$ cat src/rtl/pattern_writer_pkg.sv
// rtl/pattern_writer_pkg.sv - shared types, pattern encodings and pixel colour helper for pattern_writer
package pattern_writer_pkg;

    typedef enum logic [1:0] {
        ST_IDLE  = 2'd0,
        ST_WRITE = 2'd1,
        ST_DONE  = 2'd2
    } state_t;

    localparam logic [1:0] PAT_BARS    = 2'd0;
    localparam logic [1:0] PAT_CHECKER = 2'd1;
    localparam logic [1:0] PAT_GRAD    = 2'd2;
    localparam logic [1:0] PAT_WHITE   = 2'd3;

    typedef logic [31:0] pixel_t;

    // px is the (possibly scrolled) x coordinate, always below hdisp.
    function automatic pixel_t make_pixel(input logic [1:0]  sel,
                                          input logic [31:0] px,
                                          input logic [7:0]  py,
                                          input logic [31:0] hdisp);
        logic [2:0] bar;
        pixel_t     p;
        bar = 3'((px << 3) / hdisp);
        case (sel)
            PAT_BARS:    p = {8'h00, {8{bar[2]}}, {8{bar[1]}}, {8{bar[0]}}};
            PAT_CHECKER: p = (px[4] ^ py[4]) ? 32'h00FF_FFFF : 32'h0000_0000;
            PAT_GRAD:    p = {8'h00, px[7:0], py, 8'h00};
            default:     p = 32'h00FF_FFFF;
        endcase
        return p;
    endfunction

endpackage

$ cat src/rtl/avalon_if.sv
// rtl/avalon_if.sv - 32-bit Avalon-MM bundle with host and agent views
interface avalon_if;
    logic [31:0] address;
    logic        write;
    logic [31:0] writedata;
    logic [3:0]  byteenable;
    logic        read;
    logic        waitrequest;
    logic [31:0] readdata;
    logic        readdatavalid;

    modport host (
        output address, write, writedata, byteenable, read,
        input  waitrequest, readdata, readdatavalid
    );

    modport agent (
        input  address, write, writedata, byteenable, read,
        output waitrequest, readdata, readdatavalid
    );
endinterface

$ cat src/rtl/pixel_scan_counter.sv
// rtl/pixel_scan_counter.sv - raster x/y counters that advance on each accepted transfer
module pixel_scan_counter #(
    parameter int HDISP = 800,
    parameter int VDISP = 480,
    parameter int XW    = 10,
    parameter int YW    = 9
) (
    input  logic          sys_clk,
    input  logic          sys_rst,
    input  logic          clear_i,
    input  logic          advance_i,
    output logic [XW-1:0] x_o,
    output logic [YW-1:0] y_o,
    output logic          last_o
);
    logic [XW-1:0] x_q, x_d;
    logic [YW-1:0] y_q, y_d;
    logic          x_end, y_end;

    assign x_end  = (x_q == XW'(HDISP - 1));
    assign y_end  = (y_q == YW'(VDISP - 1));
    assign last_o = x_end && y_end;
    assign x_o    = x_q;
    assign y_o    = y_q;

    always_comb begin
        x_d = x_q;
        y_d = y_q;
        if (clear_i) begin
            x_d = '0;
            y_d = '0;
        end else if (advance_i) begin
            if (x_end) begin
                x_d = '0;
                y_d = y_end ? '0 : y_q + 1'b1;
            end else begin
                x_d = x_q + 1'b1;
            end
        end
    end

    always_ff @(posedge sys_clk or posedge sys_rst) begin
        if (sys_rst) begin
            x_q <= '0;
            y_q <= '0;
        end else begin
            x_q <= x_d;
            y_q <= y_d;
        end
    end
endmodule

$ cat src/rtl/pattern_writer.sv
// rtl/pattern_writer.sv - paints one test-pattern frame into SDRAM over Avalon-MM; PATTERN_WRITER_ANIM_EN scrolls the pattern per frame
module pattern_writer
    import pattern_writer_pkg::*;
#(
    parameter int          HDISP     = 800,
    parameter int          VDISP     = 480,
    parameter logic [31:0] BASE_ADDR = 32'h0
) (
    input  logic       sys_clk,
    input  logic       sys_rst,
    input  logic       start,
    input  logic [1:0] pattern_sel,
    output logic       busy,
    output logic       done,
    avalon_if.host     avalon_ifh
);
    localparam int XW = (HDISP > 1) ? $clog2(HDISP) : 1;
    localparam int YW = (VDISP > 1) ? $clog2(VDISP) : 1;

    state_t        state_q, state_d;
    logic [1:0]    sel_q, sel_d;
    logic [XW-1:0] x;
    logic [YW-1:0] y;
    logic          last_pix;
    logic          clear;
    logic          accept;
    logic          in_write;
    logic [31:0]   px32, py32, lin;
    pixel_t        pix;
    logic          unused_sink;

    assign in_write = (state_q == ST_WRITE);
    assign accept   = in_write && !avalon_ifh.waitrequest;

    pixel_scan_counter #(
        .HDISP (HDISP),
        .VDISP (VDISP),
        .XW    (XW),
        .YW    (YW)
    ) u_scan (
        .sys_clk   (sys_clk),
        .sys_rst   (sys_rst),
        .clear_i   (clear),
        .advance_i (accept),
        .x_o       (x),
        .y_o       (y),
        .last_o    (last_pix)
    );

`ifdef PATTERN_WRITER_ANIM_EN
    logic [7:0] frame_cnt_q;

    always_ff @(posedge sys_clk or posedge sys_rst) begin
        if (sys_rst) begin
            frame_cnt_q <= 8'd0;
        end else if (state_q == ST_DONE) begin
            frame_cnt_q <= frame_cnt_q + 8'd1;
        end
    end

    assign px32 = (32'(x) + 32'(frame_cnt_q)) % 32'(HDISP);
`else
    assign px32 = 32'(x);
`endif

    assign py32 = 32'(y);
    // Address uses the unscrolled coordinate; only the colour follows px32.
    assign lin  = py32 * 32'(HDISP) + 32'(x);
    assign pix  = make_pixel(sel_q, px32, py32[7:0], 32'(HDISP));

    always_comb begin
        state_d = state_q;
        sel_d   = sel_q;
        clear   = 1'b0;
        case (state_q)
            ST_IDLE: begin
                if (start) begin
                    sel_d   = pattern_sel;
                    clear   = 1'b1;
                    state_d = ST_WRITE;
                end
            end
            ST_WRITE: begin
                if (accept && last_pix) begin
                    state_d = ST_DONE;
                end
            end
            ST_DONE: state_d = ST_IDLE;
            default: state_d = ST_IDLE;
        endcase
    end

    always_ff @(posedge sys_clk or posedge sys_rst) begin
        if (sys_rst) begin
            state_q <= ST_IDLE;
            sel_q   <= PAT_BARS;
        end else begin
            state_q <= state_d;
            sel_q   <= sel_d;
        end
    end

    assign avalon_ifh.write      = in_write;
    assign avalon_ifh.byteenable = in_write ? 4'hF : 4'h0;
    assign avalon_ifh.address    = in_write ? BASE_ADDR + (lin << 2) : 32'h0;
    assign avalon_ifh.writedata  = in_write ? pix : 32'h0;
    assign avalon_ifh.read       = 1'b0;
    assign busy                  = (state_q != ST_IDLE);
    assign done                  = (state_q == ST_DONE);

    assign unused_sink = ^{avalon_ifh.readdata, avalon_ifh.readdatavalid, py32[31:8]};
endmodule

$ cat src/flat_wrapper.sv
// flat-port wrapper written by rule: the top's interface ports become plain ports
module pattern_writer_flat import pattern_writer_pkg::*;
#(
    parameter int          HDISP     = 800,
    parameter int          VDISP     = 480,
    parameter logic [31:0] BASE_ADDR = 32'h0
)
  (sys_clk, sys_rst, start, pattern_sel, busy, done, avalon_ifh_address, avalon_ifh_write, avalon_ifh_writedata, avalon_ifh_byteenable, avalon_ifh_read, avalon_ifh_waitrequest, avalon_ifh_readdata, avalon_ifh_readdatavalid);
  avalon_if avalon_ifh_i ();
  input  logic sys_clk;
  input  logic sys_rst;
  input  logic start;
  input  logic [1:0] pattern_sel;
  output logic busy;
  output logic done;
  output wire logic [$bits(avalon_ifh_i.address)-1:0] avalon_ifh_address;
  output wire logic [$bits(avalon_ifh_i.write)-1:0] avalon_ifh_write;
  output wire logic [$bits(avalon_ifh_i.writedata)-1:0] avalon_ifh_writedata;
  output wire logic [$bits(avalon_ifh_i.byteenable)-1:0] avalon_ifh_byteenable;
  output wire logic [$bits(avalon_ifh_i.read)-1:0] avalon_ifh_read;
  input wire logic [$bits(avalon_ifh_i.waitrequest)-1:0] avalon_ifh_waitrequest;
  input wire logic [$bits(avalon_ifh_i.readdata)-1:0] avalon_ifh_readdata;
  input wire logic [$bits(avalon_ifh_i.readdatavalid)-1:0] avalon_ifh_readdatavalid;
  assign avalon_ifh_address = avalon_ifh_i.address;
  assign avalon_ifh_write = avalon_ifh_i.write;
  assign avalon_ifh_writedata = avalon_ifh_i.writedata;
  assign avalon_ifh_byteenable = avalon_ifh_i.byteenable;
  assign avalon_ifh_read = avalon_ifh_i.read;
  assign avalon_ifh_i.waitrequest = avalon_ifh_waitrequest;
  assign avalon_ifh_i.readdata = avalon_ifh_readdata;
  assign avalon_ifh_i.readdatavalid = avalon_ifh_readdatavalid;
  pattern_writer #(.HDISP(HDISP), .VDISP(VDISP), .BASE_ADDR(BASE_ADDR)) u_core (.sys_clk(sys_clk), .sys_rst(sys_rst), .start(start), .pattern_sel(pattern_sel), .busy(busy), .done(done), .avalon_ifh(avalon_ifh_i));
endmodule
$ cat config.mk
export PLATFORM = sky130hd
export DESIGN_NAME = pattern_writer_flat
export DESIGN_NICKNAME = d
export VERILOG_FILES = /design/src/rtl/pattern_writer_pkg.sv /design/src/rtl/avalon_if.sv /design/src/rtl/pixel_scan_counter.sv /design/src/rtl/pattern_writer.sv /design/src/flat_wrapper.sv
export SDC_FILE = /design/constraint.sdc
export NUM_CORES = 1
export LEC_CHECK = 0
export BUFFER_PORTS_ARGS = -buffer_cell sky130_fd_sc_hd__buf_4
export CORE_MARGIN = 2
export CORE_UTILIZATION = 51
export DETAILED_ROUTE_END_ITERATION = 16
export PLACE_DENSITY = 0.91
export SYNTH_ARGS = -nofsm -noshare
export SYNTH_HDL_FRONTEND = slang
export SYNTH_HIERARCHICAL = 1
export SYNTH_SLANG_ARGS = --single-unit
export TNS_END_PERCENT = 10
$ cat constraint.sdc
create_clock -name sys_clk -period 8.74 [get_ports sys_clk]
set_input_delay 0.874 -clock sys_clk [delete_from_list [all_inputs] [get_ports sys_clk]]
set_output_delay 0.874 -clock sys_clk [all_outputs]
set_load 0.01 [all_outputs]
== Word-level counts from Yosys, hierarchy flattened ==
Cells that the tools add are included.
Operators by class
  $add $sub $neg: 3
  $mul: 1
  div/mod/pow operators: 1
  eq/ne operators: 8
  multiplexer cells: 17
  bitwise operators: 1
  reduce and logical (&&, ||, !) cells: 12
Operators by type and width (count)
  $pmux 32 s3: 1
  $mux 32: 2
  $mux 9: 4
  $div 13x10->32 const B: 1
  $add 30x10->30: 1
  $mux 10: 3
  $mux 24: 1
  $mul 9x5->14 const B: 1
  $add 10x1->10 const B: 1
  $eq 10x10->1 const B: 1
  $add 9x1->9 const B: 1
  $eq 9x9->1 const B: 1
  $reduce_and 2->1: 3
  $reduce_bool 2->1: 3
  $eq 2x1->1 const B: 2
  $eq 2x2->1 const B: 2
  $logic_not 2->1: 2
  $mux 2: 2
  $mux 4: 1
  $ne 2x2->1 const B: 2
  $pmux 2 s2: 1
  $logic_and 1x1->1: 3
  $mux 1: 2
  $logic_not 1->1: 1
  $xor 1x1->1: 1
Storage, ports and cells
  bits in registers: 23
  bits of input ports: 39
  word-level logic and storage cells: 47

== Logic depth before layout (Yosys ltp) ==
  word-level depth: 5
  depth in mapped cells: 13

== By module ==
The synthesis kept the hierarchy.
Modules (own cells, without submodules)
  pattern_writer: instances 1, cells an instance 331, area an instance 2447.3 um^2, sequential area each 100.1 um^2
  pixel_scan_counter: instances 1, cells an instance 120, area an instance 1071.0 um^2, sequential area each 475.5 um^2

== Worst setup path after synthesis ==
OpenSTA, ideal clock, no wires.
  kind: reg-to-output
  start point: register u_core.u_scan.y_q[2] (netlist: u_core/u_scan/y_o[2])
  end point: output port avalon_ifh_address[21]
  arrival: 3.643 ns
  data required time: 7.866 ns
  slack: 4.223 ns
  stages on the path, launching flop included: 14
  path buffers: 0
  cells stage by stage: dfrtp_1 -> ha_1 -> ha_1 -> inv_1 -> fa_1 -> inv_1 -> ha_1 -> nor2b_1 -> o21a_1 -> o21a_1 -> nor4_2 -> nand4_1 -> nor3b_1 -> nor4b_1
Between the ends
  longest elaborated chain between the ends: 3
RTL lines
  start: declaration: line pixel_scan_counter.sv:17  | logic [YW-1:0] y_q, y_d;
  start signal: assignment: line pixel_scan_counter.sv:48  | y_q <= y_d;
  $mul 9x5->14: line pattern_writer.sv:68  | assign lin = py32 * 32'(HDISP) + 32'(x);
  $add 30x10->30: line pattern_writer.sv:68
  $mux 32: line pattern_writer.sv:105  | assign avalon_ifh.address = in_write ? BASE_ADDR + (lin << 2) : 32'h0;
  end: declaration: line flat_wrapper.sv:16  | output wire logic [$bits(avalon_ifh_i.address)-1:0] avalon_ifh_address;
Every way passes these cells.

== Worst setup path in the final report ==
Same ends and word-level chain as after synthesis.

==> results_dict.tcl <==
set metrics [dict create \
    status "finished clean" \
    wire_per_inst_um 15.7 \
    setup_ws_ps 3490 \
    clock_skew_ps 6.73 \
    die_h_um 87.1 \
    ctsHoldBuffers 0 \
    numCtsBuffers 3 \
    slowest_stage "dfrtp_1" \
    fin_crit_sh 0.601 \
    finalMaxSlewViolations 0 \
    ir_worst_vdd_mv 0.106 \
    postCtsSetupRepairBufs 0 \
    cts_tree "built" \
    grt_pass1_vias 3075 \
    synth_top_area_frac 0.164 \
    worst_path_dominant_cell_family "adder cells" \
    cts.clk_slew.worst_paths_ps 90 \
    seq_area_frac_synth 0.164 \
    coreArea_um2 6720 \
    postSynthCellCount 451 \
    antenna_found_initial 0 \
    worst_ep_required_time_ps 7870 \
    drc_errors 0 \
    n_antenna_cell 0 \
    drtIter0Drc 240 \
    r2r_end "u_core/u_scan/y_o[5]$_DFFE_PP0P_" \
    antenna_left 0 \
    viasPerCell 6.01 \
    synth.area.top_cells "dfrtp_1 (16%), ha_1 (14%), buf_4 (7.3%), inv_1 (3.9%), nor2_1 (3.8%)" \
    cts.sinks 23 \
    power_density_nw_per_um2 164 \
    place_hpwl_um 6790 \
    die_w_um 87.1 \
    setup_viol 0 \
    power.leakage_nw 1.92 \
    synth_flop_cell "dfrtp_1" \
    cts_root_buffer "clkbuf_8" \
    die_area_um2 7580 \
    crit_chain "ha_1 > ha_1 > inv_1 > fa_1 > inv_1 > ha_1 > nor2b_1 > o21a_1 > o21a_1 > nor4_2 > nand4_1 > nor3b_1 > nor4b_1 > buf_4" \
    hold_path_class "in -> async" \
    cts.repair.resized 0 \
    crit_top_cell "ha_1" \
    slew-limit-headroom 0.462 \
    r2r-start "u_core/state_q[1]$_DFFE_PP0P_" \
    avgSynthCellArea_um2 7.80 \
    track_usage 0.231 \
    final_nets 568 \
    synthToLayoutAreaGrowth_pct 9.60 \
    finalWirelength_um 8830 \
    initial_core_util 0.524 \
    synth_enable_flop_cells 0 \
    synth_top_cell_by_area "dfrtp_1" \
    r2r_slack_ps 5950 \
    grt_max_degree 28 \
    grt_pass1_wl_um 14200 \
    io_pins 111 \
    vias 3392 \
    clkLatencyLatePin_ps 270 \
    drive_above_1_share 0.171 \
    synth-seq-cells 23 \
    synthDistinctLibCells 74 \
    ff2ff_path_depth 6 \
    max_freq_mhz 190 \
    hold_violations 0 \
    drt_pass1_iterations 5 \
    max_slew.worst_pin.slew_ps 804 \
    layout_commonest_cell "buf_4" \
    period_needed_ps 5250 \
    gr-total-overflow 0 \
    start_kind "flop" \
    row_count 30 \
    htreeDepth 1 \
    finalSetupTns_ps 0 \
    place_ws_ps 3830 \
    cp_max_fo 10 \
    netlist_area_um2 3520 \
    cpPeakStageDelay_ps 500 \
    cp.arrival_ps 4380 \
    gp_congestion 0.924 \
    path_class "reg -> out" \
    portBuffers 56 \
    post-route-util 0.574 \
    maxCapViolations 0 \
    clock_path_buffers 2 \
    synthArstFlopShare 1.00 \
    mostFrequentLayoutCells "buf_4 (58), ha_1 (39), inv_1 (37), nor2_1 (36), nand2_1 (30)" \
    cp-end-kind "primary output" \
    synth_warnings 6 \
    rsz0062_at_grt "false" \
    crit_buf_inv 3 \
    n_fill_cell 585 \
]
## per-layer routing
layer / vias up / GRT usage / share of wire
met5: - / 0 / 0
met4: 0 / 0.0739 / 0.028
met3: 25 / 0.0246 / 0.063
met2: 146 / 0.415 / 0.50
met1: 1596 / 0.286 / 0.41
li1: 1625 / - / -
## state kept, by name, indices dropped and copies added (netlist names)
register / flops
u_core/u_scan/y_o: 9
u_core/u_scan/x_o: 10
u_core/sel_q: 2
u_core/state_q: 2
## Yosys cell counts (all sizes together) (6+ instances only)
master and count:
nor4 8, nand4 7, nand2b 7, a21oi 23
buf 40, or3 9, xor2 14, a21o 12
inv 38, xnor2 6, ha 39, nor2 36
dfrtp 23, clkbuf 9, and2 9, nand2 30
or2 6, o21ai 26, nor3 13, nand3 9
## kinds of logic after synthesis
family / count (synthesis) / share of synthesized area
fa+ha+maj: 45 / 0.170
buf+inv: 88 / 0.132
other cells: 1 / 0.00107
compound gates: 106 / 0.210
mux: 7 / 0.0206
xor+xnor: 20 / 0.0498
flops: 23 / 0.164
simple gates: 161 / 0.253
## power by group
group          switching [mW]  leakage [nW]  internal [mW]  total (mW)
sequential             0.0519         0.295          0.119       0.170
combinational           0.203          1.61          0.191       0.394
clock                  0.0357        0.0228         0.0326      0.0683
total                   0.290          1.92          0.342       0.632
## per-stage QoR
stage	instance area (um2)	power, mW	std cells	hold slack, ps
2_1_floorplan	3590	0.451	471	505
3_3_place_gp	3810	0.553	560	531
3_5_place_dp	3810	0.562	560	540
4_1_cts	3860	0.632	564	491
5_1_grt	3860	0.676	564	499
6_report	3860	0.632	564	496
## area by class of cell
| class | count | area, um2 | share of cell area |
|---|---|---|---|
| Inverter | 39 | 146 | 0.0380 |
| Sequential cell | 23 | 576 | 0.149 |
| Clock buffer | 4 | 45.0 | 0.0117 |
| Multi-Input combinational cell | 360 | 2550 | 0.662 |
| Tap cell | 80 | 100 | 0.0260 |
| Timing Repair Buffer | 58 | 435 | 0.113 |
## worst max-delay path by stage
| stage | start | endpoint | slack (ps) | cells after the start |
|---|---|---|---|---|
| after global placement | u_core/u_scan/y_o[2]$_DFFE_PP0P_ | avalon_ifh_address[21] | 4020 | 14 |
| after floorplan | u_core/u_scan/y_o[2]$_DFFE_PP0P_ | avalon_ifh_address[21] | 4220 | 13 |
| final | u_core/u_scan/y_o[2]$_DFFE_PP0P_ | avalon_ifh_address[21] | 3490 | 14 |
| after detailed placement | u_core/u_scan/y_o[2]$_DFFE_PP0P_ | avalon_ifh_address[21] | 3830 | 14 |
| after CTS | u_core/u_scan/y_o[2]$_DFFE_PP0P_ | avalon_ifh_address[21] | 3500 | 14 |
| after global routing | u_core/u_scan/y_o[2]$_DFFE_PP0P_ | avalon_ifh_address[21] | 3270 | 14 |
Power figures use the tool's default switching activity.
